File: config.mk
export PLATFORM = sky130hd
export DESIGN_NAME = csa_accum_pipe
export DESIGN_NICKNAME = d
export VERILOG_FILES = /design/src/rtl/dpe_csa_pkg.sv /design/src/rtl/csa_3_2.sv /design/src/rtl/csa_accum_pipe.sv
export SDC_FILE = /design/constraint.sdc
export NUM_CORES = 1
export LEC_CHECK = 0
export ABC_AREA = 1
export CAP_MARGIN = 40
export CORE_UTILIZATION = 54
export CTS_BUF_LIST = sky130_fd_sc_hd__clkbuf_16
export DETAILED_ROUTE_END_ITERATION = 7
export PLACE_DENSITY = 0.83
export SLEW_MARGIN = 10
export SYNTH_ARGS = -nofsm -noshare
export SYNTH_HDL_FRONTEND = slang
export SYNTH_SLANG_ARGS = --single-unit
File: constraint.sdc
create_clock -name clk -period 15.5 [get_ports clk]
set_input_delay 1.55 -clock clk [delete_from_list [all_inputs] [get_ports clk]]
set_output_delay 1.55 -clock clk [all_outputs]
set_load 0.02 [all_outputs]
File: src/rtl/dpe_csa_pkg.sv
`default_nettype none
// +----------------------------------------------------------------------------+
// | Package     : dpe_csa_pkg                                                  |
// | Description : Shared defaults and elaboration-time helpers for the         |
// |               carry-save reduction / accumulation path.                    |
// |               csa_rows   - rows left after a given number of 3:2 levels    |
// |               csa_levels - 3:2 levels needed to reach two rows             |
// |               out_w      - accumulated result width                        |
// | Revision    : 1.0 - initial release                                        |
// +----------------------------------------------------------------------------+
package dpe_csa_pkg;

  localparam int N_IN_DEF     = 8;
  localparam int WIDTH_DEF    = 16;
  localparam int ACC_BITS_DEF = 8;

  // Each level turns every complete group of three rows into two rows and
  // passes the leftover (0..2) rows straight through.
  function automatic int csa_rows(input int n, input int lvl);
    int r;
    r = n;
    for (int i = 0; i < lvl; i++) begin
      r = 2 * (r / 3) + (r % 3);
    end
    return r;
  endfunction

  function automatic int csa_levels(input int n);
    int r;
    int l;
    r = n;
    l = 0;
    for (int i = 0; i < 64; i++) begin
      if (r > 2) begin
        r = 2 * (r / 3) + (r % 3);
        l = l + 1;
      end
    end
    return l;
  endfunction

  function automatic int out_w(input int width, input int n, input int acc_bits);
    return width + $clog2(n) + acc_bits;
  endfunction

endpackage
`default_nettype wire

File: src/rtl/csa_3_2.sv
`default_nettype none
// +----------------------------------------------------------------------------+
// | Module      : csa_3_2                                                      |
// | Description : Purely combinational row of 3:2 compressors.                 |
// |               a, b, c  in  [WIDTH-1:0]  three addend rows                  |
// |               sum      out [WIDTH-1:0]  bitwise a^b^c                      |
// |               carry    out [WIDTH-1:0]  majority(a,b,c) shifted left by 1  |
// | Revision    : 1.0 - initial release                                        |
// +----------------------------------------------------------------------------+
module csa_3_2 #(
  parameter int WIDTH = 16
) (
  input  logic [WIDTH-1:0] a,
  input  logic [WIDTH-1:0] b,
  input  logic [WIDTH-1:0] c,
  output logic [WIDTH-1:0] sum,
  output logic [WIDTH-1:0] carry
);

  logic [WIDTH-1:0] w_maj;

  assign w_maj = (a & b) | (a & c) | (b & c);
  assign sum   = a ^ b ^ c;
  // The majority MSB falls off the top; the tree is sized so the true total
  // always fits, so sum+carry stays correct modulo 2^WIDTH.
  assign carry = w_maj << 1;

endmodule
`default_nettype wire

File: src/rtl/csa_accum_pipe.sv
`default_nettype none
// +----------------------------------------------------------------------------+
// | Module      : csa_accum_pipe                                               |
// | Description : Three-stage pipelined carry-save reduction of N_IN unsigned  |
// |               operands per beat, followed by a multi-beat accumulator.     |
// |               One result per group; a group ends on the beat with in_last. |
// | Ports       : clk, rst (async, active high)                                |
// |               in_valid/in_ready/in_data/in_last   - input beat handshake   |
// |               out_valid/out_ready                 - result handshake       |
// |               out_sum   [OUT_W-1:0] group sum modulo 2^OUT_W               |
// |               out_count [CNT_W-1:0] beats in group, saturating             |
// |               out_ovf               group sum exceeded 2^OUT_W-1           |
// | Revision    : 1.0 - initial release                                        |
// +----------------------------------------------------------------------------+
module csa_accum_pipe
  import dpe_csa_pkg::*;
#(
  parameter int N_IN     = N_IN_DEF,
  parameter int WIDTH    = WIDTH_DEF,
  parameter int ACC_BITS = ACC_BITS_DEF,
  parameter int OUT_W    = out_w(WIDTH, N_IN, ACC_BITS),
  parameter int CNT_W    = ACC_BITS + 1
) (
  input  logic                       clk,
  input  logic                       rst,
  input  logic                       in_valid,
  output logic                       in_ready,
  input  logic [N_IN-1:0][WIDTH-1:0] in_data,
  input  logic                       in_last,
  output logic                       out_valid,
  input  logic                       out_ready,
  output logic [OUT_W-1:0]           out_sum,
  output logic [CNT_W-1:0]           out_count,
  output logic                       out_ovf
);

  localparam int c_tree_w    = WIDTH + $clog2(N_IN);
  localparam int c_levels    = csa_levels(N_IN);
  localparam int c_s1_levels = (c_levels + 1) / 2;
  localparam int c_s1_rows   = csa_rows(N_IN, c_s1_levels);

  logic w_stall;
  logic w_accept;

  assign w_stall  = out_valid && !out_ready;
  assign in_ready = !w_stall;
  assign w_accept = in_valid && in_ready;

  // w_lvl[k] : rows produced by level k-1 (w_lvl[0] is the input beat).
  // w_src[k] : rows consumed by level k; at the stage boundary these come
  //            from the S1 register instead of the combinational chain.
  logic [c_tree_w-1:0] w_lvl [0:c_levels][0:N_IN-1];
  logic [c_tree_w-1:0] w_src [0:c_levels][0:N_IN-1];
  logic [c_tree_w-1:0] r_s1_rows [0:c_s1_rows-1];

  logic                r_s1_valid;
  logic                r_s1_last;
  logic                r_s2_valid;
  logic                r_s2_last;
  logic [c_tree_w-1:0] r_s2_save;
  logic [c_tree_w-1:0] r_s2_carry;

  for (genvar i = 0; i < N_IN; i++) begin : g_in
    assign w_lvl[0][i] = c_tree_w'(in_data[i]);
  end

  for (genvar k = 0; k <= c_levels; k++) begin : g_src
    for (genvar i = 0; i < N_IN; i++) begin : g_row
      if (k == c_s1_levels) begin : g_reg
        if (i < c_s1_rows) begin : g_used
          assign w_src[k][i] = r_s1_rows[i];
        end else begin : g_unused
          assign w_src[k][i] = '0;
        end
      end else begin : g_comb
        assign w_src[k][i] = w_lvl[k][i];
      end
    end
  end

  for (genvar k = 0; k < c_levels; k++) begin : g_tree
    localparam int c_rin = csa_rows(N_IN, k);
    localparam int c_grp = c_rin / 3;
    localparam int c_rem = c_rin % 3;

    for (genvar g = 0; g < c_grp; g++) begin : g_csa
      logic [c_tree_w-1:0] w_s;
      logic [c_tree_w-1:0] w_c;

      csa_3_2 #(
        .WIDTH (c_tree_w)
      ) u_csa (
        .a     (w_src[k][3*g]),
        .b     (w_src[k][3*g+1]),
        .c     (w_src[k][3*g+2]),
        .sum   (w_s),
        .carry (w_c)
      );

      assign w_lvl[k+1][2*g]   = w_s;
      assign w_lvl[k+1][2*g+1] = w_c;
    end

    for (genvar r = 0; r < c_rem; r++) begin : g_pass
      assign w_lvl[k+1][2*c_grp+r] = w_src[k][3*c_grp+r];
    end

    for (genvar i = 2*c_grp + c_rem; i < N_IN; i++) begin : g_zero
      assign w_lvl[k+1][i] = '0;
    end
  end

  // S1: first half of the compressor levels.
  always_ff @(posedge clk or posedge rst) begin
    if (rst) begin
      r_s1_valid <= 1'b0;
      r_s1_last  <= 1'b0;
      for (int i = 0; i < c_s1_rows; i++) begin
        r_s1_rows[i] <= '0;
      end
    end else if (!w_stall) begin
      r_s1_valid <= in_valid;
      r_s1_last  <= in_valid && in_last;
      if (w_accept) begin
        for (int i = 0; i < c_s1_rows; i++) begin
          r_s1_rows[i] <= w_lvl[c_s1_levels][i];
        end
      end
    end
  end

  // S2: remaining levels, captured as a save/carry pair.
  always_ff @(posedge clk or posedge rst) begin
    if (rst) begin
      r_s2_valid <= 1'b0;
      r_s2_last  <= 1'b0;
      r_s2_save  <= '0;
      r_s2_carry <= '0;
    end else if (!w_stall) begin
      r_s2_valid <= r_s1_valid;
      r_s2_last  <= r_s1_last;
      if (r_s1_valid) begin
        r_s2_save  <= w_src[c_levels][0];
        r_s2_carry <= w_src[c_levels][1];
      end
    end
  end

  // OUT stage: carry-propagate add and accumulate.
  logic [OUT_W-1:0]    r_acc;
  logic [CNT_W-1:0]    r_cnt;
  logic                r_ovf;
  logic                r_first;

  logic [c_tree_w-1:0] w_pair_sum;
  logic [OUT_W:0]      w_beat_sum;
  logic [OUT_W:0]      w_acc_base;
  logic [OUT_W:0]      w_acc_sum;
  logic [OUT_W-1:0]    w_acc_next;
  logic                w_ovf_next;
  logic [CNT_W-1:0]    w_cnt_next;

  // The pair is added at tree width on purpose: an individual save+carry can
  // exceed 2^c_tree_w, but their sum modulo 2^c_tree_w is the exact beat total.
  assign w_pair_sum = r_s2_save + r_s2_carry;
  assign w_beat_sum = (OUT_W+1)'(w_pair_sum);
  assign w_acc_base = r_first ? '0 : {1'b0, r_acc};
  assign w_acc_sum  = w_acc_base + w_beat_sum;
  assign w_acc_next = w_acc_sum[OUT_W-1:0];
  assign w_ovf_next = (!r_first && r_ovf) || w_acc_sum[OUT_W];
  assign w_cnt_next = r_first ? CNT_W'(1) :
                      (&r_cnt) ? r_cnt : r_cnt + CNT_W'(1);

  always_ff @(posedge clk or posedge rst) begin
    if (rst) begin
      r_acc     <= '0;
      r_cnt     <= '0;
      r_ovf     <= 1'b0;
      r_first   <= 1'b1;
      out_valid <= 1'b0;
      out_sum   <= '0;
      out_count <= '0;
      out_ovf   <= 1'b0;
    end else if (!w_stall) begin
      if (r_s2_valid) begin
        r_acc <= w_acc_next;
        r_cnt <= w_cnt_next;
        r_ovf <= w_ovf_next;
        if (r_s2_last) begin
          out_sum   <= w_acc_next;
          out_count <= w_cnt_next;
          out_ovf   <= w_ovf_next;
          out_valid <= 1'b1;
          r_first   <= 1'b1;
        end else begin
          out_valid <= 1'b0;
          r_first   <= 1'b0;
        end
      end else begin
        out_valid <= 1'b0;
      end
    end
  end

endmodule
`default_nettype wire

==> impl_metrics.ini <==
[setup_path]
cp-endpoint = in_ready
ff2ff_path_depth = 19
critPathLaunchType = input pin
rrSetupSlack_ps = 12130
path_class = in2out
end_kind = output port
path_max_fanout = 7
crit_arrival_ps = 2920
startpoint = out_ready
r2r_end = out_sum[20]
timing.rr.start = r_s2_carry[4]
crit_required_ps = 13950

[drt]
dr.first_iter.drc_count = 532
ant_nets = 0
drt-total-wl_um = 26200
drc_errors = 0
drt_first_pass_iters = 5
vias = 9307
vias_per_cell = 5.10
wl_per_cell_um = 14.4

[clocking]
cts_sinks = 180
cts.repair.resized = 0
clock_latency_ps = 440
post_cts_buffers = 0
cts_root_buffer = clkbuf_16
cts_tree = built
hold_buffers = 0
clk_path_buf_depth = 2
numCtsBuffers = 17
clk_pin_slew_worst_paths_ps = 70
h-tree-depth = 4

[timing]
rsz0062_at_grt = no
finClkSkew_ps = 15.4
tightest_slew_ps = 830
final_max_slew_viol_count = 0
finalHoldViolations = 0
slew-limit-headroom_pct = 44.6
fmax_ghz = 0.224
setup-tns-final_ps = 0
min_period_ps = 4470
setup_violations = 0
min_period_over_period_pct = 28.8
setup_slack_ps = 11030

[power]
powerDensity_nw_per_um2 = 227
power.clock.fraction_pct = 12.6
p_leak_nw = 7.30
peakVddDrop_v = 0.000131
power_switching_w = 0.00164
p_seq_share_pct = 23.3
swShare_pct = 49.7
p_comb_share_pct = 64.1
internal_power_w = 0.00167

[synthesis]
syn_inst = 1370
yosysTopAreaCell = dfrtp_1
yosysUniqueCellTypes = 45
synthXorXnorAreaFrac_pct = 1.60
synth_top_family_by_area = adder cells
seq_area_frac_synth_pct = 37.4
synth_area_leaders = dfrtp_1, fa_1, nand2_1, inv_1, mux2_2
synthMuxAreaShare_pct = 5.70
synth_top_area_share_pct = 37.1
synth_compound_area_share_pct = 6.12
yosysWarnings = 0
synth-seq-cells = 180
syn_nets = 1638
synth.avg_cell_area_um2 = 8.80
synth_simple_gate_area_share_pct = 19.2
netlist_area_um2 = 12100
synthAdderAreaFrac_pct = 20.0

[die]
die_area_um2 = 22900
die_h_um = 151
initial_utilization_pct = 55.1
core-area_um2 = 21900
io_pins = 172
die_x_um = 151
rows = 54

[placed_design]
placed_area_um2 = 14000
dp_hpwl_um = 19900
gp_congestion = 0.919
io_buffers = 171
post-place-ws_ps = 10890

[layout]
finalNetCount = 1801
drive_gt1_share_pct = 8.21
fillers = 1775
postLayoutCellArea_um2 = 14600
num_antenna_cells = 0
syn_to_final_growth_pct = 20.9

[global_route]
grt_pass1_vias = 9515
grt_max_degree = 95
track_usage_pct = 24.9
grt_pass1_wl_um = 44500
grt_overflow = 0
grt_antenna_before_repair = 0

[run_status]
status = finished clean

[flow_run]
max_cap_viol_count = 0

[worst_hold_path]
hp-class = reg2reg
-- sequential cells by signal, summed over array words and instances, names as in the netlist --
register    flops
r_s1_valid      1
r_ovf           1
r_acc          27
out_ovf         1
r_s2_valid      1
out_count       9
r_s2_carry     16
out_valid       1
out_sum        27
r_s2_save      18
r_s1_last       1
r_cnt           9
r_first         1
r_s1_rows      66
r_s2_last       1
-- metal layers --
layer	routed length (um)	track usage, %	vias to the layer above
met1	11200	32.2	4467
met4	415	8.05	0
met3	1310	4.49	30
li1	-	-	4540
met5	0	0	-
met2	13300	42.3	270
-- logic make-up (layout without fill, tap and decap cells) --
kind of cell	after synthesis	after routing
flip-flops	180	180
XOR/XNOR	22	22
multiplexers	61	61
AND/OR/NAND/NOR	532	532
AO/OA/AOI/OAI	140	140
buffers and inverters	300	476
adder cells (fa/ha/maj)	135	135
-- cell usage in the layout (no fill, tap or decap), types with 6 or more instances in the layout --
cell type and instances:
nand2_1 341, inv_1 262, dfrtp_1 179, clkdlybuf4s50_1 171, fa_1 96, o21ai_0 72
nor2_1 70, nand3_1 67, mux2_2 47, ha_1 39, a21oi_1 35, o21ai_1 21
clkbuf_16 17, mux2_1 14, xnor2_1 11, xor2_1 11, nand4_1 9, nand2_2 8
nand3_2 7, nor2_2 6
-- worst min-delay path by stage --
stage | cells past startpoint | startpoint | to
2_1_floorplan | 2 | r_acc[15] | r_acc[15]
3_3_place_gp | 2 | out_sum[25] | out_sum[25]
3_5_place_dp | 2 | out_sum[20] | out_sum[20]
4_1_cts | 2 | out_sum[20] | out_sum[20]
5_1_grt | 2 | out_sum[16] | out_sum[16]
6_report | 2 | out_sum[20] | out_sum[20]
-- power groups by stage --
stage               Combinational [W]  Clock, W  Sequential (W)
finish                        0.00212  0.000418        0.000770
global route                  0.00239  0.000445        0.000791
CTS                           0.00212  0.000425        0.000769
detailed placement            0.00209         0        0.000775
global placement              0.00204         0        0.000767
floorplan                     0.00150         0        0.000780
-- critical path, cell delays in order --
cell             delay [ps]
clkdlybuf4s50_1         450
nor2_4                  240
inv_2                   120
clkdlybuf4s50_1         550
-- stage by stage --
| step | std cells | hold WS (ps) | total power, W | util, % |
|---|---|---|---|---|
| 6_report | 1826 | 478 | 0.00331 | 66.6 |
| 5_1_grt | 1826 | 501 | 0.00363 | 66.6 |
| 4_1_cts | 1825 | 484 | 0.00332 | 66.5 |
| 3_5_place_dp | 1793 | 466 | 0.00287 | 63.9 |
| 3_3_place_gp | 1792 | 466 | 0.00280 | 63.8 |
| 2_1_floorplan | 1370 | 449 | 0.00228 | - |
-- synth_stat cells, drive strengths merged --
cell and n:
nand4 9, dfstp 1, ha 39, or2 5
a31oi 1, nand2 350, a21oi 36, xnor2 11
nand3b 3, nand3 77, a21o 3, nor3 5
nor2 81, o21bai 2, dfrtp 179, o211ai 2
mux2 61, a211oi 1, fa 96, inv 267
o21ai 95, buf 27, and2 2, clkbuf 6
xor2 11
-- area by class of cell --
class | count | area (um^2) | area share (%)
timing repair buffer | 177 | 1800 | 12.3
clock inverter | 15 | 139 | 0.953
clock buffer | 17 | 425 | 2.92
multi-input combinational | 890 | 6350 | 43.5
tap | 280 | 350 | 2.40
inverter | 267 | 1010 | 6.96
sequential | 180 | 4510 | 30.9
Note: power is estimated with default switching activity, not from simulation.
